File: src/rtl/display_scan_controller.sv
// display_scan_controller
//
// Shares one 4-bit seven-segment decoder between the four digits of a
// multiplexed display. The controller visits slots 0..3 in turn. For each
// slot it puts that slot's nibble on dec_in and pulls the matching anode
// low. Each slot starts with a short all-dark interval so that the previous
// digit does not ghost into the next one. The digit values are captured once
// per frame, so an update made part way through a frame cannot tear.
//
// Ports
//   clk         system clock, rising edge
//   rst         asynchronous reset, active high
//   en          scan enable; while low the display is dark and state idles
//   digits      four nibbles, slot k shows digits[4k+3:4k]
//   digit_en    per-slot lit mask (1 = lit), sampled every cycle
//   dec_in      nibble presented to the shared decoder
//   an          active-low anodes: one-hot-low, or all ones
//   slot        current slot index
//   frame_tick  one-cycle pulse on the final cycle of slot 3
module display_scan_controller #(
    parameter int SCAN_DIV     = 100000,  // cycles per slot, >= 2
    parameter int BLANK_CYCLES = 1000     // dark cycles per slot, < SCAN_DIV
) (
    input  logic        clk,
    input  logic        rst,
    input  logic        en,
    input  logic [15:0] digits,
    input  logic [3:0]  digit_en,
    output logic [3:0]  dec_in,
    output logic [3:0]  an,
    output logic [1:0]  slot,
    output logic        frame_tick
);

    localparam int CW = (SCAN_DIV > 2) ? $clog2(SCAN_DIV) : 1;
    localparam logic [CW-1:0] CNT_LAST   = CW'(SCAN_DIV - 1);
    localparam logic [CW-1:0] CNT_PRE    = CW'(SCAN_DIV - 2);
    localparam logic [CW-1:0] BLANK_LAST = CW'((BLANK_CYCLES > 0) ? BLANK_CYCLES - 1 : 0);
    localparam bit            NO_BLANK   = (BLANK_CYCLES == 0);

    typedef enum logic [1:0] {IDLE, BLANK, DRIVE} state_t;

    // Every slot begins in this state. When no blanking is configured the
    // dark phase is skipped altogether.
    localparam state_t START = NO_BLANK ? DRIVE : BLANK;

    state_t        state;
    logic [CW-1:0] cnt;
    logic [15:0]   snap;
    logic [1:0]    next_slot;

    assign next_slot = slot + 2'd1;

    // Anode pattern for a lit slot. A masked-off slot stays dark.
    function automatic logic [3:0] lit(input logic [1:0] s, input logic [3:0] m);
        return ~((4'b0001 << s) & m);
    endfunction

    always_ff @(posedge clk or posedge rst) begin
        if (rst) begin
            state      <= IDLE;
            cnt        <= '0;
            slot       <= 2'd0;
            snap       <= 16'h0;
            dec_in     <= 4'h0;
            an         <= 4'hF;
            frame_tick <= 1'b0;
        end else begin
            case (state)
                IDLE: begin
                    cnt        <= '0;
                    slot       <= 2'd0;
                    frame_tick <= 1'b0;
                    if (en) begin
                        snap   <= digits;
                        dec_in <= digits[3:0];
                        an     <= NO_BLANK ? lit(2'd0, digit_en) : 4'hF;
                        state  <= START;
                    end else begin
                        dec_in <= 4'h0;
                        an     <= 4'hF;
                    end
                end

                default: begin  // BLANK or DRIVE
                    if (!en) begin
                        // Disable takes priority over a slot boundary.
                        state      <= IDLE;
                        cnt        <= '0;
                        slot       <= 2'd0;
                        dec_in     <= 4'h0;
                        an         <= 4'hF;
                        frame_tick <= 1'b0;
                    end else if (cnt == CNT_LAST) begin
                        cnt        <= '0;
                        slot       <= next_slot;
                        state      <= START;
                        frame_tick <= 1'b0;
                        an         <= NO_BLANK ? lit(next_slot, digit_en) : 4'hF;
                        if (slot == 2'd3) begin
                            // Frame wrap: take a new snapshot and show the
                            // live slot-0 nibble, because snap only updates
                            // at this same edge.
                            snap   <= digits;
                            dec_in <= digits[3:0];
                        end else begin
                            dec_in <= snap[{next_slot, 2'b00} +: 4];
                        end
                    end else begin
                        cnt <= cnt + CW'(1);
                        // Register the pulse so that it lands on the final
                        // cycle of slot 3.
                        frame_tick <= (slot == 2'd3) && (cnt == CNT_PRE);
                        if (state == DRIVE || cnt == BLANK_LAST) begin
                            state <= DRIVE;
                            an    <= lit(slot, digit_en);
                        end else begin
                            an    <= 4'hF;
                        end
                    end
                end
            endcase
        end
    end

endmodule

File: config.mk
export PLATFORM = sky130hd
export DESIGN_NAME = display_scan_controller
export DESIGN_NICKNAME = d
export VERILOG_FILES = /design/src/rtl/display_scan_controller.sv
export SDC_FILE = /design/constraint.sdc
export NUM_CORES = 1
export LEC_CHECK = 0
export ABC_CLOCK_PERIOD_IN_PS = 3130
export CORE_ASPECT_RATIO = 1.75
export CORE_MARGIN = 5
export CORE_UTILIZATION = 53
export CTS_CLUSTER_DIAMETER = 40
export DETAILED_ROUTE_END_ITERATION = 8
export HOLD_SLACK_MARGIN = 0.08
export PLACE_DENSITY = 0.79
export SLEW_MARGIN = 20
export SYNTH_ARGS = -nofsm -noshare
export SYNTH_HDL_FRONTEND = slang
export SYNTH_SLANG_ARGS = --single-unit
File: constraint.sdc
create_clock -name clk -period 3.13 [get_ports clk]
set_clock_uncertainty 0.05 [all_clocks]
set_input_delay 0.313 -clock clk [delete_from_list [all_inputs] [get_ports clk]]
set_output_delay 0.313 -clock clk [all_outputs]
set_load 0.05 [all_outputs]
* Word level (Yosys, flattened, before mapping)
Index checks and enable logic that the tools add are counted.
** Cells by class
- Order comparisons :: 0
- Equal/unequal tests :: 8
- Multipliers :: 0
- Add/subtract/negate cells :: 2
- Bitwise logic cells :: 2
- Divide/modulo/power cells :: 0
- Shifts and indexed selects :: 2
- Mux-type cells :: 28
- Reduce and logical (&&, ||, !) cells :: 7
** Operators with widths (count)
- $mux W16 :: 5
- $mux W17 :: 3
- $mux W4 :: 9
- $eq A17 B17 Y1 const B :: 2
- $add A17 B1 Y17 const B :: 1
- $eq A17 B10 Y1 const B :: 1
- $mux W2 :: 8
- $shiftx A16 B5 Y4 :: 1
- $and A4 B4 Y4 :: 1
- $eq A2 B2 Y1 const B :: 2
- $ne A4 B1 Y1 const B :: 1
- $not A4 Y4 :: 1
- $reduce_bool A2 Y1 :: 2
- $shl A1 B2 Y4 const A :: 1
- $mux W1 :: 3
- $ne A3 B1 Y1 const B :: 1
- $reduce_and A3 Y1 :: 1
- $add A2 B1 Y2 const B :: 1
- $logic_not A2 Y1 :: 1
- $ne A2 B2 Y1 const B :: 1
- $reduce_and A2 Y1 :: 1
- $logic_and A1 B1 Y1 :: 1
- $logic_or A1 B1 Y1 :: 1
** Word-level totals
- Memories :: 0
- Bits in latches :: 0
- RAM bits :: 0
- Register bits :: 46
- Bits in read-only memories :: 0
- Word-level logic and storage cells :: 56

* Longest topological paths before layout
Gate-level depths: netlist (run 1).
- Depth after elaboration :: 7
- Mapped depth :: 7
- Gate-level depth less buffers :: 6

* Worst setup path after synthesis (run 1)
Ideal clock, no wire load.
- Path kind :: reg2reg
- Start :: reg cnt[11]
- End :: reg snap[0]
- Arrival :: 2245 ps
- Buffers on the path :: 2
- Required time :: 2955 ps
- Period minus slack after synthesis :: 2420 ps
- Path slack :: 710 ps
- Stages on the path, launching flop included :: 8
- Library setup time :: 125 ps
- Cells stage by stage :: dfrtp_1 -> or4_4 -> or4_4 -> nor2_4 -> o21a_1 -> buf_6 -> buf_12 -> mux2_4
** On the way
- Word-level cells in the longest chain between the ends :: 3
** Ends and longest elaborated chain
- start, declared :: RTL line 48 : logic [CW-1:0] cnt;
- start signal, assigned :: RTL line 110 : cnt <= cnt + CW'(1);
- $eq A17 B17 Y1 :: RTL line 94 : end else if (cnt == CNT_LAST) begin
- $reduce_bool A2 Y1 (no source line)
- $reduce_and A3 Y1 (no source line)
- end signal, assigned :: RTL line 75 : snap <= digits;
- end signal, assigned :: RTL line 104 : snap <= digits;
- end, declared :: RTL line 49 : logic [15:0] snap;
Every way passes these cells.
A chain may end at the register's enable or synchronous reset.

* Worst setup path in the final report (run 1)
- Start :: reg cnt[13]
- End :: reg snap[7]
Same word-level chain as after synthesis.

==> results of run 1 <==
==> layout by cell type, fill, tap and decap left out, types with 4 or more instances in the layout <==
cell              n
xnor2_1           8
nand2_1           5
inv_1             4
ha_1              6
dfstp_2           4
mux2_2            6
dfrtp_1          42
mux4_2            4
a22oi_1           4
nor2_1           31
xor2_1            8
mux2_4           10
nand3_1          12
clkbuf_8          6
clkdlybuf4s50_1  33
a21oi_1           6
==> path summary, 6_finish.rpt <==
kind                             end  slack, ps  cells after the start
max in group asynchronous   snap[12]       1970                      2
max                          snap[7]        550                      6
min in group asynchronous  dec_in[1]        470                      2
min                           cnt[0]        430                      1
min reg2reg                   cnt[0]        430                      1
max reg2reg                  snap[7]        550                      6
==> cells by family after synthesis <==
| kind of cell | count (synthesis) |
|---|---|
| AO/OA/AOI/OAI | 16 |
| XOR/XNOR | 16 |
| adder cells (fa/ha/maj) | 6 |
| buffers and inverters | 10 |
| flip-flops | 46 |
| multiplexers | 20 |
| AND/OR/NAND/NOR | 66 |
==> critical path, cell delays in order (launching register included) <==
cell and delay, ps:
dfrtp_1 420, or4_4 530, or4_4 540, nor2_4 150
o21a_1 140, buf_4 260, mux2_2 360
==> stage by stage <==
| step | total power [W] | setup slack [ps] | cells | hold slack [ps] |
|---|---|---|---|---|
| after floorplan | 0.000788 | 710 | 180 | 324 |
| final | 0.00129 | 552 | 266 | 431 |
| after detailed placement | 0.000851 | 562 | 259 | 431 |
| after global routing | 0.00134 | 481 | 266 | 462 |
| after CTS | 0.00130 | 543 | 266 | 442 |
| after global placement | 0.000845 | 619 | 259 | 415 |
==> per-layer routing <==
metal / global-route usage, % / share of wire, % / up-vias / wire [µm]
met1: 19.4 / 36 / 745 / 1590
met3: 3.83 / 3.6 / 9 / 156
met2: 32.6 / 57 / 38 / 2500
met5: 0 / 0 / - / 0
li1: - / - / 695 / -
met4: 8.70 / 2.5 / 0 / 108
==> where the power goes <==
part	internal [W]	switching, W
combinational	0.0000996	0.0000716
clock	0.000256	0.000194
sequential	0.000641	0.0000274
total	0.000996	0.000293
==> registers in the layout, summed over array words and instances, names as in the netlist <==
name and flops:
an 4, cnt 17, dec_in 4, slot 2, frame_tick 1, state 2, snap 16
==> final cells by class <==
type	count	area share (%)
clock buffers	6	3.10
inverters	5	0.706
well taps	49	2.30
repair buffers	35	13.0
clock inverters	1	1.13
flip-flops and latches	46	43.5
multi-input cells	124	36.3
==> reports/qor.yml, run 1 <==
global_route:
  grt_pass1_wl_um: 7380
  antenna_found_initial: 0
  grt_overflow: 0
  grt_start_max_net_pins: 47
  grt_util_all_layers_pct: 18.1
  grt_pass1_vias: 1626
cts:
  ctsLongestPathBuffers: 2
  cts_setup_buffers: 0
  cts_root_buffer: "clkbuf_8"
  htree_levels: 2
  ctsResizeCount: 0
  cts_tree: "yes"
  clock-sinks: 46
  numCtsBuffers: 5
  clkSlewWorstSetupHoldPaths_ps: 80
  cts_hold_buf: 0
  clkLatencyLatePin_ps: 300
critical_path:
  critPathKind: "reg -> reg"
  required_ps: 3270
  arrival_ps: 2710
  start_kind: "flop"
  end_kind: "flop"
  timing.rr.start: "cnt[13]"
  crit_fanout: 16
  cp-startpoint: "cnt[13]"
sta:
  post-route-period-util_pct: 82.4
  setup_viol: 0
  setup_tns_ps: 0
  rsz0062_at_grt: "no"
  hold_viol: 0
  max_clock_freq_mhz: 388
  tightest_slew_ps: 918
  slew_headroom_pct: 38.7
  slew_viol_final: 0
  fin_crit_ps: 2580
finish:
  multi_input_area_um2: 966
  n_antenna_cell: 0
  syn2layout_area_growth_pct: 21.7
  final_util_pct: 65.3
  drive_gt1_share_pct: 19.4
  final_area_mm2: 0.00266
  layout.nets: 246
  regArea_mm2: 0.00116
  fillers: 323
hold_path:
  worstHoldStart: "cnt[0]"
  hold_path_class: "reg -> reg"
synthesis:
  yosysTopAreaCell: "dfrtp_1"
  synthXorXnorAreaFrac_pct: 6.41
  yosysMostFrequentCell: "dfrtp_1"
  synth_top_family_by_area: "simple AND/OR/NAND/NOR gates"
  netlist_area_mm2: 0.00219
  synth_nets: 209
  avgSynthCellArea_um2: 12.1
  synth_edf_count: 0
  ys_seq_elements: 46
  async_flop_share_pct: 100
  yosys-top-cells-area: "dfrtp_1, mux2_4, nor2_1"
  synthMuxAreaShare_pct: 14.1
  ys.flop_type: "dfrtp_1"
  ys_types: 34
  synth.yosys.seq_area_share_pct: 52.9
  netlist.area_leader.share_pct: 48.1
  ys.warnings.count: 0
  synth_common_cells: "dfrtp_1, nor2_1, nand3_1"
  synth_compound_area_share_pct: 4.87
  synthAdderAreaFrac_pct: 3.43
  syn_inst: 180
  yosys.area_share.simple_pct: 15.4
floorplanning:
  start_util_pct: 53.7
  die_w_um: 58.5
  ios: 34
  dieArea_mm2: 0.00556
  rows: 31
  core_mm2: 0.00407
  die_h_um: 95.0
route:
  drt_first_pass_iters: 4
  drtAntennaViolNets: 0
  drt_iter0_drc: 22
  wirelength_um: 4350
  route.detailed.drc: 0
  drt-vias-per-instance: 5.59
  wl_per_cell_um: 16.4
  vias: 1487
pwr:
  p_leak_nw: 1.09
  peakVddDrop_mv: 0.323
  p_per_area_mw_per_mm2: 484
flow_run:
  maxCapViolCount: 0
placement:
  hpwl_um: 3200
  routabilityCongestion: 0.774
  placed_area_mm2: 0.00255
  io_buffers: 33
run_status:
  status: "finished clean"
No activity file was read; power rests on OpenSTA's default activity.
==> run 2: changes to the inputs <==
ABC_CLOCK_PERIOD_IN_PS = 2400   (was 3130)
clock period = 2.4 ns   (was 3.13 ns; I/O delays follow)
==> reports/qor.yml, run 2 (synthesized netlist as in run 1, its figures left out) <==
critical_path:
  slowest_stage: "or4_4"
  end_kind: "flop"
  start_kind: "flop"
  arrival_ps: 2490
  cp-startpoint: "cnt[11]"
  cpPeakStageDelay_ps: 530
  crit_fanout: 8
  critPathTopFamily: "simple AND/OR/NAND/NOR gates"
  path_buf_inv: 1
  timing.rr.start: "cnt[11]"
  critPathKind: "reg -> reg"
  cp_cell_sequence: "or4_4 -> or4_4 -> nor2_4 -> o21a_2 -> clkbuf_16 -> mux2_4"
  required_ps: 2540
  path_common_cell: "or4_4"
cts:
  clkSlewWorstSetupHoldPaths_ps: 90
  ctsLongestPathBuffers: 2
  htree_levels: 2
  clock-sinks: 46
  cts_hold_buf: 0
  numCtsBuffers: 5
  clkLatencyLatePin_ps: 310
  cts_root_buffer: "clkbuf_8"
  cts_setup_buffers: 0
  cts_tree: "yes"
sta:
  max_clock_freq_mhz: 425
  setup_viol: 0
  hold_viol: 0
  fin_crit_ps: 2350
  rsz0062_at_grt: "no"
  slew_headroom_pct: 62.5
  setup_tns_ps: 0
  tightest_slew_ps: 562
  slew_viol_final: 0
  post-route-period-util_pct: 98.1
  worst_slack_ps: 46.5
placement:
  placed_area_mm2: 0.00267
  routabilityCongestion: 0.862
  io_buffers: 33
  hpwl_um: 3400
  place_ws_ps: 25.0
finish:
  final_cell_mix: "dfrtp_1, clkdlybuf4s50_1, nor2_1"
  max_flop_register: "cnt"
  syn2layout_area_growth_pct: 28.3
  final_area_mm2: 0.00281
  largest_register_ffs: 17
  drive_gt1_share_pct: 24.8
  reg.largest.list: "cnt x17, snap x16"
  layout.nets: 262
  n_antenna_cell: 0
  final_common_cell: "dfrtp_1"
route:
  wirelength_um: 4740
  drt_first_pass_iters: 4
  route.detailed.drc: 0
  drt_iter0_drc: 34
  wl_per_cell_um: 16.8
  vias: 1546
  drt-vias-per-instance: 5.46
  drtAntennaViolNets: 0
pwr:
  p_leak_nw: 1.18
  p_per_area_mw_per_mm2: 598
  peakVddDrop_mv: 0.683
global_route:
  grt_pass1_vias: 1730
  grt_pass1_wl_um: 7720
  grt_start_max_net_pins: 47
  grt_overflow: 0
  grt_util_all_layers_pct: 18.7
  antenna_found_initial: 0
floorplanning:
  rows: 31
  dieArea_mm2: 0.00556
  die_w_um: 58.5
  start_util_pct: 53.7
  die_h_um: 95.0
  core_mm2: 0.00407
  ios: 34
run_status:
  status: "finished clean"
hold_path:
  hold_path_class: "in -> async"
flow_run:
  maxCapViolCount: 0
[run 2: cell types whose count changed in the layout (fill, tap and decap cells not counted), sizes merged]
cell,previous run,this run
buf,2,17
clkbuf,6,8
[run 2: final timing paths]
| path | cells past startpoint | end | slack, ps |
|---|---|---|---|
| worst max-delay path | 6 | snap[0] | 50 |
| worst min-delay path | 3 | cnt[16] | 330 |
| worst max register to register | 6 | snap[0] | 50 |
| worst min register to register | 1 | cnt[0] | 440 |
| max in group asynchronous | 3 | an[2] | 1570 |
| min in group clk | 2 | an[2] | 380 |
[run 2: stage by stage]
step                std cells  hold WS [ps]  total power [W]  util, %
floorplan                 180           251          0.00103        -
global placement          274           407          0.00111     65.6
detailed placement        274           430          0.00111     65.6
CTS                       282           353          0.00169     68.2
global route              283           388          0.00175     68.9
finish                    283           330          0.00168     68.9
[run 2: worst min-delay path: stages]
cell and delay (ps):
clkdlybuf4s50_1 410, inv_2 50, buf_4 470
[run 2: repair_timing]
action / in CTS / in global routing
resized for setup: 0 / 1
setup endpoints to repair: 3 / 5
pin swaps: 1 / 0
cloned: 0 / 1
[run 2: layout make-up]
cell class	instances	area [µm²]
Tap cell	49	61.3
Inverter	5	18.8
Multi-Input combinational cell	124	967
Clock inverter	1	30.0
Clock buffer	7	76.3
Fill cell	321	1270
Timing Repair Buffer	51	495
Sequential cell	46	1160
[run 2: report_power, final]
| group | total (W) | leakage [nW] | internal (W) | switching (W) |
|---|---|---|---|---|
| combinational | 0.000232 | 0.540 | 0.000138 | 0.0000946 |
| sequential | 0.000872 | 0.584 | 0.000836 | 0.0000356 |
| clock | 0.000574 | 0.0524 | 0.000312 | 0.000262 |
| total | 0.00168 | 1.18 | 0.00129 | 0.000392 |
[run 2: layer usage]
layer	wire length, µm	GRT usage (%)	share of wire [%]	up-vias
li1	-	-	-	733
met1	1630	19.2	34	758
met2	2800	34.2	59	42
met3	166	3.42	3.5	13
met4	145	10.8	3.1	0
met5	0	0	0	-
